File: config.mk
export PLATFORM = sky130hd
export DESIGN_NAME = prog_sequencer
export DESIGN_NICKNAME = d
export VERILOG_FILES = /design/src/rtl/prog_sequencer.sv
export SDC_FILE = /design/constraint.sdc
export NUM_CORES = 1
export LEC_CHECK = 0
export CAP_MARGIN = 20
export CORE_MARGIN = 2
export CORE_UTILIZATION = 40
export CTS_BUF_LIST = sky130_fd_sc_hd__clkbuf_8
export DETAILED_ROUTE_END_ITERATION = 10
export PLACE_DENSITY = 0.68
export SETUP_SLACK_MARGIN = 0.02
export SKIP_CTS_REPAIR_TIMING = 1
export SYNTH_ARGS = -nofsm -noshare
export SYNTH_HDL_FRONTEND = slang
export SYNTH_SLANG_ARGS = --single-unit
File: constraint.sdc
create_clock -name Clk -period 2.2 [get_ports Clk]
set_clock_uncertainty 0.15 [all_clocks]
set_input_delay 0.44 -clock Clk [delete_from_list [all_inputs] [get_ports Clk]]
set_output_delay 0.44 -clock Clk [all_outputs]
set_load 0.01 [all_outputs]
File: src/rtl/prog_sequencer.sv
// Program sequencer: owns the PC, run/done handshake, branch redirect and load stalls.
// Latency: one cycle per instruction, LOAD_LAT+1 cycles per load; ProgCtr/Done registered.
// Backpressure: loads stall the PC for LOAD_LAT cycles; Start is ignored while busy.
module prog_sequencer #(
  parameter int PCW      = 10,
  parameter int LOAD_LAT = 1,
  parameter int CNTW     = 16
) (
  input  logic            Clk,
  input  logic            Reset,
  input  logic            Start,
  input  logic [PCW-1:0]  StartAddr,
  input  logic            Branch,
  input  logic            Taken,
  input  logic [PCW-1:0]  Target,
  input  logic            MemtoReg,
  input  logic            Halt,
  output logic [PCW-1:0]  ProgCtr,
  output logic            InstrValid,
  output logic            Busy,
  output logic            Done,
  output logic [CNTW-1:0] CycleCnt
);

  typedef enum logic [1:0] {
    S_IDLE      = 2'd0,
    S_RUN       = 2'd1,
    S_LOAD_WAIT = 2'd2,
    S_DONE      = 2'd3
  } state_t;

  // A zero latency makes loads behave like any other instruction.
  localparam logic [3:0] LAT4    = 4'(LOAD_LAT);
  localparam bit         HAS_LAT = (LOAD_LAT != 0);

  state_t        state;
  state_t        state_nxt;
  logic [PCW-1:0] pc_nxt;
  logic          done_nxt;
  logic [3:0]    wait_cnt;
  logic [3:0]    wait_nxt;
  logic          clr_cnt;
  logic          cnt_sat;

  assign Busy    = (state == S_RUN) || (state == S_LOAD_WAIT);
  assign cnt_sat = &CycleCnt;

  // Next-state, next-PC and commit qualifier; Halt outranks load, load outranks branch.
  always_comb begin
    state_nxt  = state;
    pc_nxt     = ProgCtr;
    done_nxt   = Done;
    wait_nxt   = wait_cnt;
    clr_cnt    = 1'b0;
    InstrValid = 1'b0;
    case (state)
      S_IDLE, S_DONE: begin
        if (Start) begin
          state_nxt = S_RUN;
          pc_nxt    = StartAddr;
          done_nxt  = 1'b0;
          clr_cnt   = 1'b1;
        end
      end
      S_RUN: begin
        InstrValid = 1'b1;
        if (Halt) begin
          state_nxt = S_DONE;
          done_nxt  = 1'b1;
        end else if (MemtoReg && HAS_LAT) begin
          // The load commits only at the end of its wait, not on issue.
          state_nxt  = S_LOAD_WAIT;
          wait_nxt   = LAT4;
          InstrValid = 1'b0;
        end else if (Branch && Taken) begin
          pc_nxt = Target;
        end else begin
          pc_nxt = ProgCtr + PCW'(1);
        end
      end
      S_LOAD_WAIT: begin
        wait_nxt = wait_cnt - 4'd1;
        if (wait_cnt == 4'd1) begin
          InstrValid = 1'b1;
          state_nxt  = S_RUN;
          pc_nxt     = ProgCtr + PCW'(1);
        end
      end
      default: begin
        state_nxt = S_IDLE;
      end
    endcase
  end

  // State, PC, done flag, wait counter and saturating busy-cycle counter.
  always_ff @(posedge Clk) begin
    if (Reset) begin
      state    <= S_IDLE;
      ProgCtr  <= '0;
      Done     <= 1'b0;
      wait_cnt <= 4'd0;
      CycleCnt <= '0;
    end else begin
      state    <= state_nxt;
      ProgCtr  <= pc_nxt;
      Done     <= done_nxt;
      wait_cnt <= wait_nxt;
      if (clr_cnt) begin
        CycleCnt <= '0;
      end else if (Busy && !cnt_sat) begin
        CycleCnt <= CycleCnt + CNTW'(1);
      end
    end
  end

endmodule

==> flow_metrics.env, run 1 <==
export IMPL_startpoint_type="flip-flop"
export IMPL_gr_total_overflow=0
export IMPL_power_density_nw_per_um2=989
export IMPL_ios=56
export IMPL_final_seq_area_sq_um=661
export IMPL_p_total_mw=3.04
export IMPL_fp_row_count=26
export IMPL_worstSetupEndpointType="flip-flop"
export IMPL_numCtsBuffers=5
export IMPL_critical_path_peak_fanout=9
export IMPL_clk_pin_slew_worst_paths_ns=0.08
export IMPL_cts_tree="built"
export IMPL_drv_cap=0
export IMPL_min_period_over_period_pct=92.8
export IMPL_place_hpwl_mm=4.52
export IMPL_fp_coreArea_sq_um=5110
export IMPL_multiInputGateArea_sq_um=1370
export IMPL_num_fill_cells=467
export IMPL_drc_errors=0
export IMPL_vias_per_cell=5.57
export IMPL_grt_pass1_wl_mm=10.0
export IMPL_grt_pass1_vias=2163
export IMPL_rsz0062_at_grt="no"
export IMPL_synthToLayoutAreaGrowth_pct=46.1
export IMPL_synth_area_leaders="dfxtp_1 31%, a21oi_1 6.2%, nand2_1 5.0%, ha_1 3.6%, o21ai_0 3.3%"
export IMPL_synthesis_nets=296
export IMPL_layout_nets=376
export IMPL_hold_viol=0
export IMPL_grt_max_degree=13
export IMPL_die_area_sq_um=5860
export IMPL_cts_htree_levels=2
export IMPL_yosys_warnings=0
export IMPL_setup_viol=0
export IMPL_initial_utilization_pct=41.3
export IMPL_die_height_um=76.6
export IMPL_die_x_um=76.6
export IMPL_hp_class="reg2reg"
export IMPL_synth_area_leader_cell="dfxtp_1"
export IMPL_gp_congestion=0.850
export IMPL_leakage_nw=1.18
export IMPL_max_freq_ghz=0.490
export IMPL_ys_seq_elements=33
export IMPL_drt_wirelength_per_cell_um=14.3
export IMPL_cts_root_buffer="clkbuf_8"
export IMPL_ys_seq_area_share_pct=31.4
export IMPL_drt_iter0_drc=133
export IMPL_netlist_area_sq_um=2110
export IMPL_tns_ns=0
export IMPL_antenna_found_initial=0
export IMPL_cp_required_ns=2.25
export IMPL_track_usage_pct=20.8
export IMPL_firstDrtPassIters=4
export IMPL_synth_async_sr_flop_share_pct=0
export IMPL_routed_wl_mm=5.94
export IMPL_slew_headroom_pct=73.3
export IMPL_synth_most_common_cell="dfxtp_1"
export IMPL_tightest_slew_ns=0.398
export IMPL_dr_total_vias=2306
export IMPL_synth_common_cells="33 x dfxtp_1, 28 x nand2_1, 26 x a21oi_1"
export IMPL_drive_gt1_share_pct=14.5
export IMPL_io_buffers=55
export IMPL_synth_edf_count=0
export IMPL_antenna_cells=0
export IMPL_cts_buffer_depth=2
export IMPL_clkLatencyLatePin_ns=0.30
export IMPL_synth_avg_cell_area_sq_um=8.01
export IMPL_postRouteAntennaNets=0
export IMPL_drv_slew=0
export IMPL_outcome="finished clean"
export IMPL_path_class="reg2reg"
export IMPL_synth_top_cell_area_share_pct=31.4
export IMPL_ir_worst_vdd_mv=0.678
export IMPL_syn_inst=263
export IMPL_cts_sinks=33
export IMPL_min_period_ns=2.04
export IMPL_yosysUniqueCellTypes=54
export IMPL_worst_ep_arrival_time_ns=2.09
export IMPL_synth_top_flop_cell="dfxtp_1"
## where the power goes
part / internal (mW) / leakage, nW / switching [mW]
clock network: 0.339 / 0.0543 / 0.255
registers: 0.724 / 0.269 / 0.186
logic: 0.797 / 0.858 / 0.743
## critical path, stage by stage (launching register included)
cell,delay (ns)
dfxtp_1,0.35
inv_1,0.06
ha_1,0.18
nor3b_2,0.16
buf_4,0.14
o211ai_1,0.34
buf_4,0.24
nand2_1,0.06
a221oi_1,0.27
## state kept, by name, indices dropped and copies added, names as in the netlist
signal / cells
ProgCtr: 10
wait_cnt: 4
Done: 1
CycleCnt: 16
state: 2
## kinds of logic (layout without fill, tap and decap cells)
group	Yosys count	after routing	synth area share (%)
AO/OA/AOI/OAI	89	89	28.4
XOR/XNOR	3	3	1.25
adder cells (fa/ha/maj)	6	6	3.56
buffers and inverters	26	107	4.69
flip-flops	33	33	31.4
multiplexers	6	6	2.91
AND/OR/NAND/NOR	100	100	27.9
## layout by cell type (no fill, tap or decap), drive strengths merged, types with 5 or more instances in the layout
cell type and count:
clkdlybuf4s50 53, dfxtp 33, buf 31, nand2 28, a21oi 26, o21ai 14, inv 13, nand4 11
nand2b 10, nor2 8, nor3 7, a211oi 6, a221oi 6, or3 6, ha 6, a21o 5
mux2i 5, and3 5, clkbuf 5
## through the flow
step | instances | hold WS, ns | worst slack (ns) | util (%) | area (sq um)
3_5_place_dp | 404 | 0.345 | -0.164 | 57.3 | 2930
6_report | 414 | 0.353 | 0.159 | 60.3 | 3080
2_1_floorplan | 263 | 0.319 | 0.174 | - | 2110
4_1_cts | 412 | 0.358 | -0.249 | 59.5 | 3040
5_1_grt | 414 | 0.394 | 0.0414 | 60.3 | 3080
3_3_place_gp | 404 | 0.336 | -0.148 | 57.3 | 2930
## routing by layer
metal  GRT usage, %  vias up  routed length [um]
met5              0        -                   0
met4           6.91        0                  84
met3           3.08        8                 248
met2           35.6       59                2920
met1           26.8     1074                2680
li1               -     1165                   -
## area by class of cell
class / instances / share of cell area, %
Timing Repair Buffer: 86 / 26.0
Clock inverter: 3 / 1.50
Tap cell: 70 / 2.85
Multi-Input combinational cell: 204 / 44.3
Inverter: 13 / 1.59
Clock buffer: 5 / 2.24
Sequential cell: 33 / 21.5
## path summary, 6_finish.rpt
kind | start | endpoint | slack, ns | depth (start not counted)
min reg2reg | CycleCnt[11]$_SDFFE_PP0P_ | CycleCnt[11]$_SDFFE_PP0P_ | 0.35 | 2
min | CycleCnt[11]$_SDFFE_PP0P_ | CycleCnt[11]$_SDFFE_PP0P_ | 0.35 | 2
max reg2reg | wait_cnt[1]$_SDFFE_PP0P_ | ProgCtr[8]$_SDFFE_PP0P_ | 0.16 | 8
max | wait_cnt[1]$_SDFFE_PP0P_ | ProgCtr[8]$_SDFFE_PP0P_ | 0.16 | 8
No activity file was read; power rests on OpenSTA's default activity.
==> run 2: changes to the inputs <==
- CORE_UTILIZATION: 40 -> 25
- CTS_CLUSTER_SIZE: default -> 10
- PLACE_DENSITY: 0.68 -> default
==> run 2 against run 1 <==
Against the previous run: utilization is 22 points lower; first-iteration DRC count is 38% lower; hold slack worse by 0.0031 ns; sequential power hardly changed; routed wire length is 9.6% higher; sequential share of layout area is 0.11 points lower; non-clock buffer count is 1 higher; fmax is 1.6% lower; critical path type unchanged; largest cell class unchanged; largest power group unchanged.
==> flow_metrics.env, run 2 (synthesis results as in run 1) <==
export IMPL_final_seq_area_sq_um=661
export IMPL_cpPeakStageDelay_ns=0.43
export IMPL_routed_wl_mm=6.51
export IMPL_cts_buffer_depth=2
export IMPL_drv_slew=0
export IMPL_max_freq_ghz=0.482
export IMPL_clkLatencyLatePin_ns=0.29
export IMPL_regMostFlops="CycleCnt"
export IMPL_num_fill_cells=859
export IMPL_min_period_ns=2.07
export IMPL_leakage_nw=1.18
export IMPL_grt_max_degree=14
export IMPL_reg_largest_list="CycleCnt x16, ProgCtr x10, wait_cnt x4"
export IMPL_drt_wirelength_per_cell_um=14.5
export IMPL_cts_sinks=33
export IMPL_layout_nets=377
export IMPL_rsz0062_at_grt="no"
export IMPL_r2r_start="state[0]$_SDFFE_PP0P_"
export IMPL_mostFrequentLayoutCell="clkdlybuf4s50_1"
export IMPL_gp_congestion=0.845
export IMPL_die_height_um=95.8
export IMPL_die_area_sq_um=9180
export IMPL_crit_chain="inv_1 -> ha_4 -> buf_4 -> nor2b_1 -> nand4_1 -> buf_4 -> or4_1 -> a21oi_2"
export IMPL_postRouteAntennaNets=0
export IMPL_ios=56
export IMPL_r2r_slack_ns=0.13
export IMPL_multiInputGateArea_sq_um=1370
export IMPL_cts_htree_levels=2
export IMPL_place_hpwl_mm=5.06
export IMPL_numCtsBuffers=5
export IMPL_synthToLayoutAreaGrowth_pct=46.9
export IMPL_worstReg2RegEnd="CycleCnt[14]$_SDFFE_PP0P_"
export IMPL_final_cells=450
export IMPL_reg2reg_depth=8
export IMPL_path_class="reg2reg"
export IMPL_crit_path_end="CycleCnt[14]$_SDFFE_PP0P_"
export IMPL_min_period_over_period_pct=94.3
export IMPL_fp_row_count=33
export IMPL_die_x_um=95.8
export IMPL_hp_class="reg2reg"
export IMPL_vias_per_cell=5.11
export IMPL_track_usage_pct=15.2
export IMPL_crit_top_cell="buf_4"
export IMPL_clk_pin_slew_worst_paths_ns=0.08
export IMPL_worst_ep_arrival_time_ns=2.16
export IMPL_grt_pass1_wl_mm=10.9
export IMPL_hold_viol=0
export IMPL_dp_cells=442
export IMPL_outcome="finished clean"
export IMPL_cts_root_buffer="clkbuf_8"
export IMPL_crit_buf_inv=3
export IMPL_post_dp_cell_area_sq_um=2980
export IMPL_antenna_cells=0
export IMPL_largest_reg_flops=16
export IMPL_slew_headroom_pct=59.4
export IMPL_fin_area_sq_um=3090
export IMPL_power_density_nw_per_um2=967
export IMPL_critPathSlowestCell="or4_1"
export IMPL_antenna_found_initial=0
export IMPL_cp_required_ns=2.28
export IMPL_tightest_slew_ns=0.603
export IMPL_final_util_pct=37.8
export IMPL_setup_viol=0
export IMPL_ir_worst_vdd_mv=0.476
export IMPL_initial_utilization_pct=25.8
export IMPL_drc_errors=0
export IMPL_firstDrtPassIters=4
export IMPL_grt_pass1_vias=2285
export IMPL_path_delay_family="simple AND/OR/NAND/NOR gates"
export IMPL_path_depth=8
export IMPL_startpoint_type="flip-flop"
export IMPL_drt_iter0_drc=83
export IMPL_drive_gt1_share_pct=15.1
export IMPL_dr_total_vias=2299
export IMPL_gr_total_overflow=0
export IMPL_worstSetupStartpoint="state[0]$_SDFFE_PP0P_"
export IMPL_io_buffers=55
export IMPL_critical_path_peak_fanout=8
export IMPL_fp_coreArea_sq_um=8180
export IMPL_worstSetupEndpointType="flip-flop"
export IMPL_cts_tree="built"
export IMPL_final_cell_mix="53 x clkdlybuf4s50_1, 33 x dfxtp_1, 32 x buf_4"
export IMPL_drv_cap=0
-- run 2: changes by cell type in the layout (fill, tap and decap cells not counted), sizes merged --
cell	delta
clkinv	+1
bufinv	-1
buf	+1
-- run 2: worst min path at each step --
stage	startpoint	to	slack [ns]	cells after the start
after floorplan	wait_cnt[3]$_SDFFE_PP0P_	wait_cnt[3]$_SDFFE_PP0P_	0.32	2
after CTS	wait_cnt[3]$_SDFFE_PP0P_	wait_cnt[3]$_SDFFE_PP0P_	0.36	2
after global routing	wait_cnt[2]$_SDFFE_PP0P_	wait_cnt[2]$_SDFFE_PP0P_	0.38	2
after detailed placement	wait_cnt[3]$_SDFFE_PP0P_	wait_cnt[3]$_SDFFE_PP0P_	0.35	2
after global placement	wait_cnt[3]$_SDFFE_PP0P_	wait_cnt[3]$_SDFFE_PP0P_	0.34	2
final	wait_cnt[3]$_SDFFE_PP0P_	wait_cnt[3]$_SDFFE_PP0P_	0.35	2
-- run 2: routing by layer --
metal | share of wire, % | track usage [%] | vias to the layer above | wire length, um
met5 | 0 | 0 | - | 0
met1 | 47 | 19.5 | 1070 | 3050
li1 | - | - | 1165 | -
met4 | 0.60 | 3.93 | 0 | 39
met2 | 47 | 25.6 | 60 | 3070
met3 | 5.3 | 3.84 | 4 | 347
-- run 2: cell type report --
type	count	area share [%]
Clock buffer	5	2.22
Clock inverter	3	0.566
Inverter	13	1.58
Multi-Input combinational cell	204	44.3
Sequential cell	33	21.4
Tap cell	105	4.25
Timing Repair Buffer	87	25.7
-- run 2: power breakdown --
part	leakage (nW)	switching, mW	total [mW]	internal (mW)
registers	0.269	0.187	0.911	0.724
clock network	0.0439	0.253	0.471	0.219
logic	0.863	0.772	1.61	0.839
-- run 2: metrics by stage --
stage | setup slack, ns | hold slack, ns | setup TNS (ns) | power, mW
after floorplan | 0.174 | 0.319 | 0 | 1.73
after global placement | -0.251 | 0.337 | -0.717 | 2.48
after CTS | -0.278 | 0.356 | -0.536 | 2.98
final | 0.126 | 0.350 | 0 | 2.99
after detailed placement | -0.237 | 0.345 | -1.30 | 2.50
after global routing | 0.0204 | 0.385 | 0 | 3.23
-- run 2: tightest hold or removal path, cell delays in order, from the launching register on --
cell and delay [ns]:
dfxtp_1 0.34, nand2_1 0.06, a21oi_1 0.05
==> run 3: changes to the inputs <==
- CTS_CLUSTER_SIZE: 10 -> 40
==> results of run 3 <==
Same layout as run 2: the final DEF is identical, and so are final timing and power.
